[src/rtl/bam_pkg.sv]
// Shared definitions for the broken-array approximate multiplier: product width,
// CSA depth, VBL clamping and the bit-level golden model.
package bam_pkg;

    localparam int BAM_DEF_WIDTH  = 8;
    localparam int BAM_DEF_PROD_W = 2 * BAM_DEF_WIDTH;

    // Product width for a given operand width.
    function automatic int prod_w(input int width);
        return 2 * width;
    endfunction

    // Number of 3:2 levels a Wallace tree needs to bring `rows` rows down to two.
    function automatic int csa_depth(input int rows);
        int n;
        int d;
        n = rows;
        d = 0;
        while (n > 2) begin
            n = n - n / 3;
            d++;
        end
        return d;
    endfunction

    // Requests above vmax are honoured as vmax.
    function automatic int vbl_clamp(input int v, input int vmax);
        return (v > vmax) ? vmax : v;
    endfunction

    // Golden model: sum every partial-product bit a[i]&b[j] whose column i+j is
    // at or above the (already clamped) breaking level v. Caller truncates to 2*width.
    function automatic logic [63:0] bam_ref(input logic [31:0] a, input logic [31:0] b,
                                            input int v, input int width);
        logic [63:0] acc;
        acc = '0;
        for (int i = 0; i < width; i++) begin
            for (int j = 0; j < width; j++) begin
                if (a[i] && b[j] && ((i + j) >= v)) begin
                    acc = acc + (64'd1 << (i + j));
                end
            end
        end
        return acc;
    endfunction

endpackage

[src/rtl/bam_csa_reduce.sv]
// Combinational carry-save reduction of WIDTH masked partial-product rows to a
// redundant sum/carry pair whose modular sum equals the sum of all rows.
module bam_csa_reduce #(
    parameter int WIDTH  = 8,
    parameter int PROD_W = 16
) (
    input  logic [WIDTH-1:0][PROD_W-1:0] rows_i,
    output logic [PROD_W-1:0]            sum_o,
    output logic [PROD_W-1:0]            carry_o
);

    logic [PROD_W-1:0] sum_acc;
    logic [PROD_W-1:0] carry_acc;
    logic [PROD_W-1:0] maj;

    // Fold each further row into the running sum/carry with a row of full adders.
    always_comb begin
        sum_acc   = rows_i[0];
        carry_acc = '0;
        maj       = '0;
        for (int k = 1; k < WIDTH; k++) begin
            maj       = (sum_acc & carry_acc) | (sum_acc & rows_i[k]) | (carry_acc & rows_i[k]);
            sum_acc   = sum_acc ^ carry_acc ^ rows_i[k];
            carry_acc = maj << 1;
        end
    end

    assign sum_o   = sum_acc;
    assign carry_o = carry_acc;

endmodule

[src/rtl/bam_mult_pipe.sv]
// Three-stage pipelined broken-array approximate multiplier with a per-beat
// breaking level. Handshake: a beat moves on any rising edge where valid && ready;
// each stage takes new contents when it is empty or its successor is moving, so
// a full pipe refills in the same cycle the output is accepted.
module bam_mult_pipe
    import bam_pkg::*;
#(
    parameter int WIDTH   = 8,
    parameter int VBL_W   = 4,
    parameter int VBL_MAX = 7,
    parameter int TAG_W   = 4
) (
    input  logic                  clk,
    input  logic                  rst_n,
    input  logic                  in_valid,
    output logic                  in_ready,
    input  logic [WIDTH-1:0]      in_a,
    input  logic [WIDTH-1:0]      in_b,
    input  logic [VBL_W-1:0]      in_vbl,
    input  logic [TAG_W-1:0]      in_tag,
    output logic                  out_valid,
    input  logic                  out_ready,
    output logic [2*WIDTH-1:0]    out_r,
    output logic [TAG_W-1:0]      out_tag
);

    localparam int PROD_W = prod_w(WIDTH);

    logic                          s1_v_q, s2_v_q, s3_v_q;
    logic                          s1_adv, s2_adv, s3_adv;
    logic [WIDTH-1:0][PROD_W-1:0]  pp_d;
    logic [WIDTH-1:0][PROD_W-1:0]  s1_rows_q;
    logic [TAG_W-1:0]              s1_tag_q;
    logic [PROD_W-1:0]             csa_sum, csa_carry;
    logic [PROD_W-1:0]             s2_sum_q, s2_carry_q;
    logic [TAG_W-1:0]              s2_tag_q;
    logic [PROD_W-1:0]             out_r_q, out_r_d;
    logic [TAG_W-1:0]              out_tag_q;
    int                            v_eff;

    // Advance chain: the output stage frees up first, and readiness ripples back to the input.
    assign s3_adv   = out_ready || !s3_v_q;
    assign s2_adv   = s3_adv || !s2_v_q;
    assign s1_adv   = s2_adv || !s1_v_q;
    assign in_ready = s1_adv;

    // Partial-product rows with every bit below the clamped breaking column forced to zero.
    always_comb begin
        pp_d  = '0;
        v_eff = vbl_clamp(int'(in_vbl), VBL_MAX);
        for (int j = 0; j < WIDTH; j++) begin
            for (int i = 0; i < WIDTH; i++) begin
                if ((i + j) >= v_eff) begin
                    pp_d[j][i+j] = in_a[i] & in_b[j];
                end
            end
        end
    end

    bam_csa_reduce #(
        .WIDTH  (WIDTH),
        .PROD_W (PROD_W)
    ) u_csa (
        .rows_i  (s1_rows_q),
        .sum_o   (csa_sum),
        .carry_o (csa_carry)
    );

    assign out_r_d = s2_sum_q + s2_carry_q;

    // Stage occupancy; reset discards anything in flight.
    always_ff @(posedge clk or negedge rst_n) begin
        if (!rst_n) begin
            s1_v_q <= 1'b0;
            s2_v_q <= 1'b0;
            s3_v_q <= 1'b0;
        end else begin
            if (s1_adv) s1_v_q <= in_valid;
            if (s2_adv) s2_v_q <= s1_v_q;
            if (s3_adv) s3_v_q <= s2_v_q;
        end
    end

    // Stage 1 and stage 2 payload; only loaded when a real beat moves in.
    always_ff @(posedge clk) begin
        if (s1_adv && in_valid) begin
            s1_rows_q <= pp_d;
            s1_tag_q  <= in_tag;
        end
        if (s2_adv && s1_v_q) begin
            s2_sum_q   <= csa_sum;
            s2_carry_q <= csa_carry;
            s2_tag_q   <= s1_tag_q;
        end
    end

    // Output stage: final carry-propagate add, held while downstream stalls.
    always_ff @(posedge clk or negedge rst_n) begin
        if (!rst_n) begin
            out_r_q   <= '0;
            out_tag_q <= '0;
        end else if (s3_adv && s2_v_q) begin
            out_r_q   <= out_r_d;
            out_tag_q <= s2_tag_q;
        end
    end

    assign out_valid = s3_v_q;
    assign out_r     = out_r_q;
    assign out_tag   = out_tag_q;

    // A presented result must stay put until it is taken.
    a_out_stable: assert property (@(posedge clk) disable iff (!rst_n)
        (out_valid && !out_ready) |=> (out_valid && $stable(out_r) && $stable(out_tag)));

endmodule

[config.mk]
export PLATFORM = sky130hd
export DESIGN_NAME = bam_mult_pipe
export DESIGN_NICKNAME = d
export VERILOG_FILES = /design/src/rtl/bam_pkg.sv /design/src/rtl/bam_csa_reduce.sv /design/src/rtl/bam_mult_pipe.sv
export SDC_FILE = /design/constraint.sdc
export NUM_CORES = 1
export LEC_CHECK = 0
export BUFFER_PORTS_ARGS = -buffer_cell sky130_fd_sc_hd__buf_2
export CELL_PAD_IN_SITES_DETAIL_PLACEMENT = 1
export CELL_PAD_IN_SITES_GLOBAL_PLACEMENT = 1
export CORE_MARGIN = 3
export CORE_UTILIZATION = 42
export CTS_CLUSTER_DIAMETER = 120
export DETAILED_ROUTE_END_ITERATION = 10
export PLACE_DENSITY = 0.7
export SYNTH_ARGS = -nofsm -noshare
export SYNTH_HDL_FRONTEND = slang
export SYNTH_HIERARCHICAL = 1
export SYNTH_SLANG_ARGS = --single-unit
[constraint.sdc]
create_clock -name clk -period 4.4 [get_ports clk]
set_clock_uncertainty 0.2 [all_clocks]
set_input_delay 0.88 -clock clk [delete_from_list [all_inputs] [get_ports clk]]
set_output_delay 0.88 -clock clk [all_outputs]
set_load 0.03 [all_outputs]
# == After elaboration in Yosys (flattened, before gate mapping) ==
# Index checks and enable logic that the tools add are counted.
# totals
reg_bits,126
inputBits,28
output_inout_bits,22
word_cells,208
# classes
n_addsub,1
order_cmp,16
n_mux,1
bitwise,108
reduce_logical,9
# ops
operator,n
OR 15 bit,12
bitwise AND 15 bit,8
XOR 16 bit,6
bitwise AND 1 bit,64
bitwise AND 15 x 10 -> 15 bit,2
bitwise AND 15 x 11 -> 15 bit,2
bitwise AND 15 x 12 -> 15 bit,2
bitwise AND 15 x 13 -> 15 bit,2
bitwise AND 15 x 14 -> 15 bit,2
greater-or-equal comparator 4 bit (first input constant),7
adder 16 bit,1
greater-or-equal comparator 3 x 4 -> 1 bit (first input constant),4
XOR 16 x 10 -> 16 bit,1
XOR 16 x 11 -> 16 bit,1
XOR 16 x 12 -> 16 bit,1
XOR 16 x 13 -> 16 bit,1
XOR 16 x 14 -> 16 bit,1
XOR 16 x 15 -> 16 bit,1
bitwise AND 8 x 9 -> 9 bit,1
XOR 8 x 9 -> 9 bit,1
greater-or-equal comparator 1 x 4 -> 1 bit (first input constant),2
greater-or-equal comparator 2 x 4 -> 1 bit (first input constant),2
> comparator 4 x 3 -> 1 bit (second input constant),1
2-to-1 mux 4 bit,1
other kinds (3),9

# == Depth between registers and ports, before layout ==
# Gate-level depths: netlist of the first run.
# logic_depth
ltp_word,19
ltp_mapped,11
mapped_depth_nobuf,11

# == By module ==
# Netlist of the first run, hierarchy kept.
# by_module_without_submodules
mod,instances,cells_per_inst,area_each_um2,seq_area_each_um2
bam_mult_pipe,1,350,5202.5,3698.5
bam_csa_reduce,1,133,2143.3,0.0

# == Worst setup path before layout of the first run ==
# No wires, ideal clock.
# synth_timing
kind,register to register
startpoint,register s1_rows_q[7] (netlist bit)
endpoint,"register s2_sum_q[7], data pin"
setup_ns,0.269
arrival_time_ns,3.536
required_time_ns,3.931
setup_slack_ns,0.395
stages_incl_launch_ff,8
n_path_buf,0
path_cell_list,edfxtp_1 ha_1 fa_1 fa_1 fa_1 fa_1 fa_1 fa_1
# synth_via
elab_chain_len,13
# synth_lines
item,line_no,text
from (decl),bam_mult_pipe.sv:32,logic [WIDTH-1:0][PROD_W-1:0] s1_rows_q;
from (signal assigned),bam_mult_pipe.sv:87,s1_rows_q <= pp_d;
XOR 8 x 9 -> 9 bit,bam_csa_reduce.sv:23,sum_acc = sum_acc ^ carry_acc ^ rows_i[k];
XOR 16 bit,bam_csa_reduce.sv:23,
XOR 16 x 10 -> 16 bit,bam_csa_reduce.sv:23,
XOR 16 bit,bam_csa_reduce.sv:23,
XOR 16 x 11 -> 16 bit,bam_csa_reduce.sv:23,
XOR 16 bit,bam_csa_reduce.sv:23,
XOR 16 x 12 -> 16 bit,bam_csa_reduce.sv:23,
XOR 16 bit,bam_csa_reduce.sv:23,
XOR 16 x 13 -> 16 bit,bam_csa_reduce.sv:23,
XOR 16 bit,bam_csa_reduce.sv:23,
XOR 16 x 14 -> 16 bit,bam_csa_reduce.sv:23,
XOR 16 bit,bam_csa_reduce.sv:23,
XOR 16 x 15 -> 16 bit,bam_csa_reduce.sv:23,
net csa_sum[7],bam_mult_pipe.sv:34,"logic [PROD_W-1:0] csa_sum, csa_carry;"
to (signal assigned),bam_mult_pipe.sv:91,s2_sum_q <= csa_sum;
to (decl),bam_mult_pipe.sv:35,"logic [PROD_W-1:0] s2_sum_q, s2_carry_q;"
# The timed path passes the listed nets, and every way through them passes these cells.
# A chain may end at the register's enable or synchronous reset.

# == Worst setup path in the final report of the first run ==
# Ends and elaborated chain as after synthesis.

==> results of run 1 <==
==> per-stage QoR <==
stage / instances / area [µm²] / setup slack (ps) / util, %
2_1_floorplan: 546 / 7580 / 395 / -
6_report: 845 / 8700 / 214 / 51.5
5_1_grt: 845 / 8700 / 107 / 51.5
3_5_place_dp: 813 / 8120 / 191 / 48.1
4_1_cts: 845 / 8700 / 179 / 51.5
3_3_place_gp: 813 / 8120 / 315 / 48.1
==> Yosys cell counts (7+ instances only) <==
cell type,instances
o21ai_0,18
edfxtp_1,104
fa_1,85
inv_1,19
nor2_1,7
a21oi_1,16
ha_1,36
mux2_2,7
dfrtp_1,23
and3_1,27
and2_1,39
xnor2_1,14
nand2_1,26
==> layout make-up <==
type | instances | share of cell area, %
clock inverters | 3 | 0.173
multi-input cells | 395 | 43.6
well taps | 220 | 3.17
flip-flops and latches | 127 | 42.5
inverters | 19 | 0.820
clock buffers | 29 | 6.49
repair buffers | 52 | 3.22
==> layer usage <==
metal	vias to the layer above	part of all wire (%)	GRT usage (%)
li1	1920	-	-
met1	2114	45	20.0
met2	79	50	26.7
met3	16	3.6	4.77
met4	0	1.5	5.36
met5	-	0	0
==> power by group through the flow <==
stage                     Combinational [W]  Clock, W  Sequential (W)
after floorplan                     0.00193         0         0.00204
after global placement              0.00262         0         0.00188
after detailed placement            0.00276         0         0.00190
after CTS                           0.00281   0.00138         0.00188
after global routing                0.00324   0.00144         0.00191
final                               0.00285   0.00135         0.00188
==> cells by family after synthesis <==
logic type,count (synthesis),synth area share (%)
AND/OR/NAND/NOR,119,9.13
flip-flops,127,50.3
adder cells (fa/ha/maj),121,29.3
other,2,0.102
AO/OA/AOI/OAI,62,5.79
XOR/XNOR,21,2.98
buffers and inverters,24,1.28
multiplexers,7,1.07
==> flip-flops by register name (all words and copies together) (netlist names) <==
register / flops
out_r: 16
out_tag: 4
out_valid: 1
s1_rows_q: 64
s1_tag_q: 4
s1_v_q: 1
s2_carry_q: 16
s2_sum_q: 16
s2_tag_q: 4
s2_v_q: 1
==> worst min path at each step <==
| stage | endpoint | slack, ps | cells after the start | startpoint |
|---|---|---|---|---|
| final | out_r[3] | 220 | 1 | rst_n |
| after global routing | s2_tag_q[1] | 230 | 0 | s1_tag_q[1] |
| after CTS | s2_tag_q[2] | 220 | 0 | s1_tag_q[2] |
| after detailed placement | s2_tag_q[2] | 210 | 0 | s1_tag_q[2] |
| after global placement | s2_tag_q[0] | 200 | 0 | s1_tag_q[0] |
| after floorplan | s2_tag_q[0] | 200 | 0 | s1_tag_q[0] |
==> flow_summary_export.csv, run 1 <==
group,metric,value,unit
grt,grt_pass1_wl,23900,µm
finish,areaGrowthSynthToFinish,18.4,%
pwr,ir_worst_vdd,0.365,mV
cts,cts_setup_buffers,0,
finish,final_common_cell,"edfxtp_1",
yosys,synth_top_cells_by_area,"edfxtp_1 43%, fa_1 23%, dfrtp_1 7.8%",
setup_path,slowest_stage,"fa_1",
floorplan,rows,47,
pwr,power_switching,0.00224,W
finish,drive_gt1_share,14.9,%
route,wirelength,14100,µm
route,dr_total_vias,4129,
route,ant_nets,0,
yosys,ys_types,45,
sta,post-route-min-period,4190,ps
yosys,yosysSeqAreaShare,50.3,%
grt,gr-usage-all-layers,16.0,%
setup_path,path_common_cell,"fa_1",
pwr,power,0.00608,W
pwr,p_sw_share,36.8,%
setup_path,rrSetupSlack,210,ps
setup_path,startpoint,"s1_rows_q[7]",
grt,antenna_found_initial,0,
setup_path,start_kind,"flip-flop",
finish,mostFrequentLayoutCells,"104 x edfxtp_1, 85 x fa_1, 65 x conb_1, 49 x buf_2, 38 x and2_1",
yosys,synth_top_area_share,42.5,%
cts,htree_levels,4,
route,viasPerCell,4.89,
floorplan,die-height,138,µm
floorplan,start_util,43.5,%
grt,gr-total-overflow,0,
sta,fmax,239,MHz
cts,cts.sinks,127,
setup_path,crit_required,4360,ps
setup_path,timing.critical_path.buf_inv,0,
setup_path,rr_startpoint,"s1_rows_q[7]",
cts,root_buffer,"clkbuf_16",
setup_path,slowest_delay,560,ps
pwr,pwr-share-clk,22.2,%
cts,cts_resized,0,
yosys,synth.cell_area,0.00735,mm²
placed_design,dp.final_hpwl,10500,µm
pwr,p_leak,3.73,nW
sta,whs,220,ps
placed_design,gp_congestion,0.812,
cts,clkTransAtPathRegs,50,ps
min_path,hp-class,"in2async",
setup_path,worst_setup_path_end_kind,"flip-flop",
route,drtIter0Drc,170,
floorplan,die_w,138,µm
yosys,synth_edf_count,104,
sta,period_share,95.1,%
pwr,p_int,0.00384,W
pwr,power.share.sequential,30.9,%
sta,rsz0062_at_grt,"no",
yosys,async_flop_share,18.1,%
pwr,power.density,699,mW/mm²
grt,grt_pass1_vias,4814,
cts,cts_buffers,17,
finish,fin_nets,761,
run,cap_viol_max_count,0,
setup_path,ff2ff_path_depth,7,
route,wl_per_cell,16.7,µm
setup_path,crit_chain,"ha_1 -> fa_1 -> fa_1 -> fa_1 -> fa_1 -> fa_1 -> fa_1",
finish,multi_input_area,0.00379,mm²
yosys,ys_warn_count,6,
setup_path,crit_family,"adder cells",
outcome,outcome,"completed",
grt,grt_max_degree,37,
pwr,p_comb_share,47.0,%
route,firstDrtPassIters,4,
placed_design,place.port_buffers,49,
cts,insertion_delay,420,ps
setup_path,critPathMaxFanout,1,
floorplan,core-area,0.0169,mm²
setup_path,arrival,4150,ps
route,drc,0,
setup_path,cp_num_cells,7,
sta,setup_viol,0,
yosys,syn_area_per_cell,15.2,µm²
finish,n_fill_cell,1670,
floorplan,die_area,0.0191,mm²
cts,hold_buffers,0,
yosys,yosysTopAreaCell,"edfxtp_1",
cts,clock_tree.buffer_depth,2,
sta,drv_slew,0,
setup_path,worstSetupPathType,"reg2reg",
yosys,synth_ff_type,"edfxtp_1",
sta,worst_slew_pin_slew,1000,ps
finish,n_antenna_cell,0,
floorplan,ios,50,
setup_path,worstReg2RegEnd,"s2_sum_q[7]",
sta,finalSetupTns,0,ps
finish,regArea,0.00370,mm²
sta,final-hold-violation-count,0,
setup_path,endpoint,"s2_sum_q[7]",
yosys,netlist_instances,483,
cts,cts_tree,"built",
yosys,ys_seq_elements,127,
sta,slew-limit-headroom,32.9,%
Power figures use the tool's default switching activity.
==> inputs of run 2 (changes only) <==
--- a/config.mk
+++ b/config.mk
@@ -12,8 +12,7 @@
 export CORE_UTILIZATION = 42
 export CTS_CLUSTER_DIAMETER = 120
 export DETAILED_ROUTE_END_ITERATION = 10
-export PLACE_DENSITY = 0.7
+export PLACE_DENSITY = 0.72
 export SYNTH_ARGS = -nofsm -noshare
 export SYNTH_HDL_FRONTEND = slang
-export SYNTH_HIERARCHICAL = 1
 export SYNTH_SLANG_ARGS = --single-unit
==> run 2 against run 1 <==
Largest power group is now registers. Worst setup slack lost 45 ps. Non-clock buffer count decreased by 1. Cell count fell by 24%. Largest cell class is now registers. Register-to-register slack got worse by 40 ps. Highest routed layer unchanged. Final area down 23%. Sequential power shrank 17%. Global-route usage increased by 1.3 points. Synthesized cell count down 20%. Die area down 22%. First-iteration DRC count fell by 0.59%.
==> flow_summary_export.csv, run 2 <==
group,metric,value,unit
sta,final-hold-violation-count,0,
route,firstDrtPassIters,4,
yosys,netlist_instances,386,
sta,setup_viol,0,
yosys,ys_seq_elements,117,
route,wirelength,11400,µm
setup_path,start_kind,"flip-flop",
setup_path,rrSetupSlack,170,ps
yosys,syn_area_per_cell,14.6,µm²
run,cap_viol_max_count,0,
finish,stdcell_count,639,
route,ant_nets,0,
route,dr_total_vias,3145,
grt,gr-total-overflow,0,
finish,areaGrowthSynthToFinish,19.0,%
yosys,async_flop_share,19.7,%
cts,htree_levels,4,
grt,gr-usage-all-layers,17.3,%
floorplan,die-height,122,µm
setup_path,worstSetupPathType,"reg2reg",
finish,n_antenna_cell,0,
finish,top_register,"s1_rows_q",
floorplan,start_util,43.9,%
finish,final_common_cell,"edfxtp_1",
floorplan,ios,50,
yosys,syn-num-nets,471,
placed_design,place.port_buffers,49,
yosys,synth_edf_count,94,
yosys,synth_ff_type,"edfxtp_1",
yosys,post-synth-top-count-cell,"edfxtp_1",
sta,slew-limit-headroom,21.9,%
placed_design,dp.cells,607,
yosys,yosysTopAreaCell,"edfxtp_1",
floorplan,core-area,0.0129,mm²
route,viasPerCell,4.92,
pwr,power,0.00427,W
placed_design,gp_congestion,0.762,
yosys,yosysSeqAreaShare,60.2,%
yosys,synth-simple-area-share,11.0,%
cts,clkTransAtPathRegs,60,ps
route,wl_per_cell,17.8,µm
route,drtIter0Drc,169,
sta,whs,219,ps
grt,grt_max_degree,36,
finish,n_fill_cell,1279,
route,drc,0,
finish,fin_nets,539,
yosys,muxShareOfSynthArea,2.79,%
setup_path,worst_setup_path_end_kind,"flip-flop",
yosys,synth.cell_area,0.00565,mm²
grt,antenna_found_initial,0,
cts,hold_buffers,0,
setup_path,crit_required,4380,ps
cts,cts.sinks,117,
sta,finalSetupTns,0,ps
yosys,synth_top_cells_by_area,"edfxtp_1 50%, fa_1 15%, dfrtp_1 10%",
yosys,ys_warn_count,0,
yosys,ys_types,36,
pwr,power.density,635,mW/mm²
cts,cts_tree,"built",
grt,grt_pass1_vias,3613,
pwr,p_leak,2.93,nW
finish,regArea,0.00340,mm²
floorplan,die_area,0.0149,mm²
finish,largest_register_ffs,64,
yosys,synth_top_family_by_area,"adder cells",
sta,drv_slew,0,
floorplan,die_w,122,µm
cts,cts_resized,0,
pwr,ir_worst_vdd,0.398,mV
yosys,synth_compound_area_share,2.46,%
sta,rsz0062_at_grt,"no",
sta,worst_slew_pin_slew,1170,ps
yosys,synth_xor_area_share,0.310,%
min_path,hp-class,"reg2reg",
grt,grt_pass1_wl,18900,µm
outcome,outcome,"completed",
sta,period_share,96.2,%
floorplan,rows,41,
yosys,synthAdderAreaFrac,18.3,%
setup_path,arrival,4210,ps
cts,root_buffer,"clkbuf_16",
cts,insertion_delay,420,ps
cts,cts_setup_buffers,0,
finish,multi_input_area,0.00197,mm²
finish,drive_gt1_share,21.0,%
finish,mostFrequentLayoutCells,"94 x edfxtp_1, 72 x inv_1, 49 x buf_2, 43 x fa_1, 37 x and2_1",
sta,post-route-min-period,4230,ps
setup_path,critPathMaxFanout,1,
yosys,synth_top_area_share,50.0,%
placed_design,dp.final_hpwl,8030,µm
cts,clock_tree.buffer_depth,2,
sta,fmax,236,MHz
yosys,netlist_top_cells_count,"94 x edfxtp_1, 72 x inv_1, 43 x fa_1",
cts,cts_buffers,17,
placed_design,dp_slack,152,ps
sta,setup_ws,169,ps
## run 2: area by class of cell
class	instances	share of cell area, %
clock buffer	22	7.20
sequential	117	50.5
inverter	72	4.02
tap	172	3.20
timing repair buffer	51	3.87
clock inverter	10	1.88
multi-input combinational	195	29.3
## run 2: cell families after synthesis
kind of cell,after synthesis
muxes,14
DFF,117
buffers and inverters,74
adders and majority gates,57
xor gates and xnor gates,2
AOI/OAI and AO/OA,22
and+or+nand+nor,100
## run 2: worst paths after layout
check | from | end | cells past startpoint
worst max register to register | s1_rows_q[6] | s2_sum_q[7] | 9
max in group asynchronous | rst_n | out_r[12] | 1
worst max-delay path | s1_rows_q[6] | s2_sum_q[7] | 9
worst min register to register | s1_rows_q[0] | s2_sum_q[0] | 0
worst min-delay path | s1_rows_q[0] | s2_sum_q[0] | 0
min in group asynchronous | rst_n | out_r[0] | 1
## run 2: critical path, stage by stage (launching register included)
cell and delay (ps):
edfxtp_1 400, ha_1 330, fa_1 490, fa_1 520, fa_1 450, fa_1 500, inv_1 60, fa_1 470
fa_1 530, inv_1 50
## run 2: routing by layer
layer / track usage, % / wire length, µm / part of all wire [%] / vias up
met2: 30.1 / 5860 / 51 / 68
li1: - / - / - / 1442
met1: 19.8 / 4800 / 42 / 1610
met3: 4.97 / 472 / 4.1 / 25
met5: 0 / 0 / 0 / -
met4: 7.56 / 263 / 2.3 / 0
## run 2: where the power goes
group / leakage, nW / internal, W / switching [W] / total, W
Sequential: 1.20 / 0.00148 / 0.0000884 / 0.00156
Combinational: 1.42 / 0.000511 / 0.000782 / 0.00129
Clock: 0.303 / 0.000942 / 0.000474 / 0.00142
## run 2: stage by stage
stage          cell area, µm²  util [%]
4_1_cts                  6730      52.2
2_1_floorplan            5650         -
3_5_place_dp             6110      47.5
3_3_place_gp             6110      47.5
5_1_grt                  6730      52.2
6_report                 6730      52.2
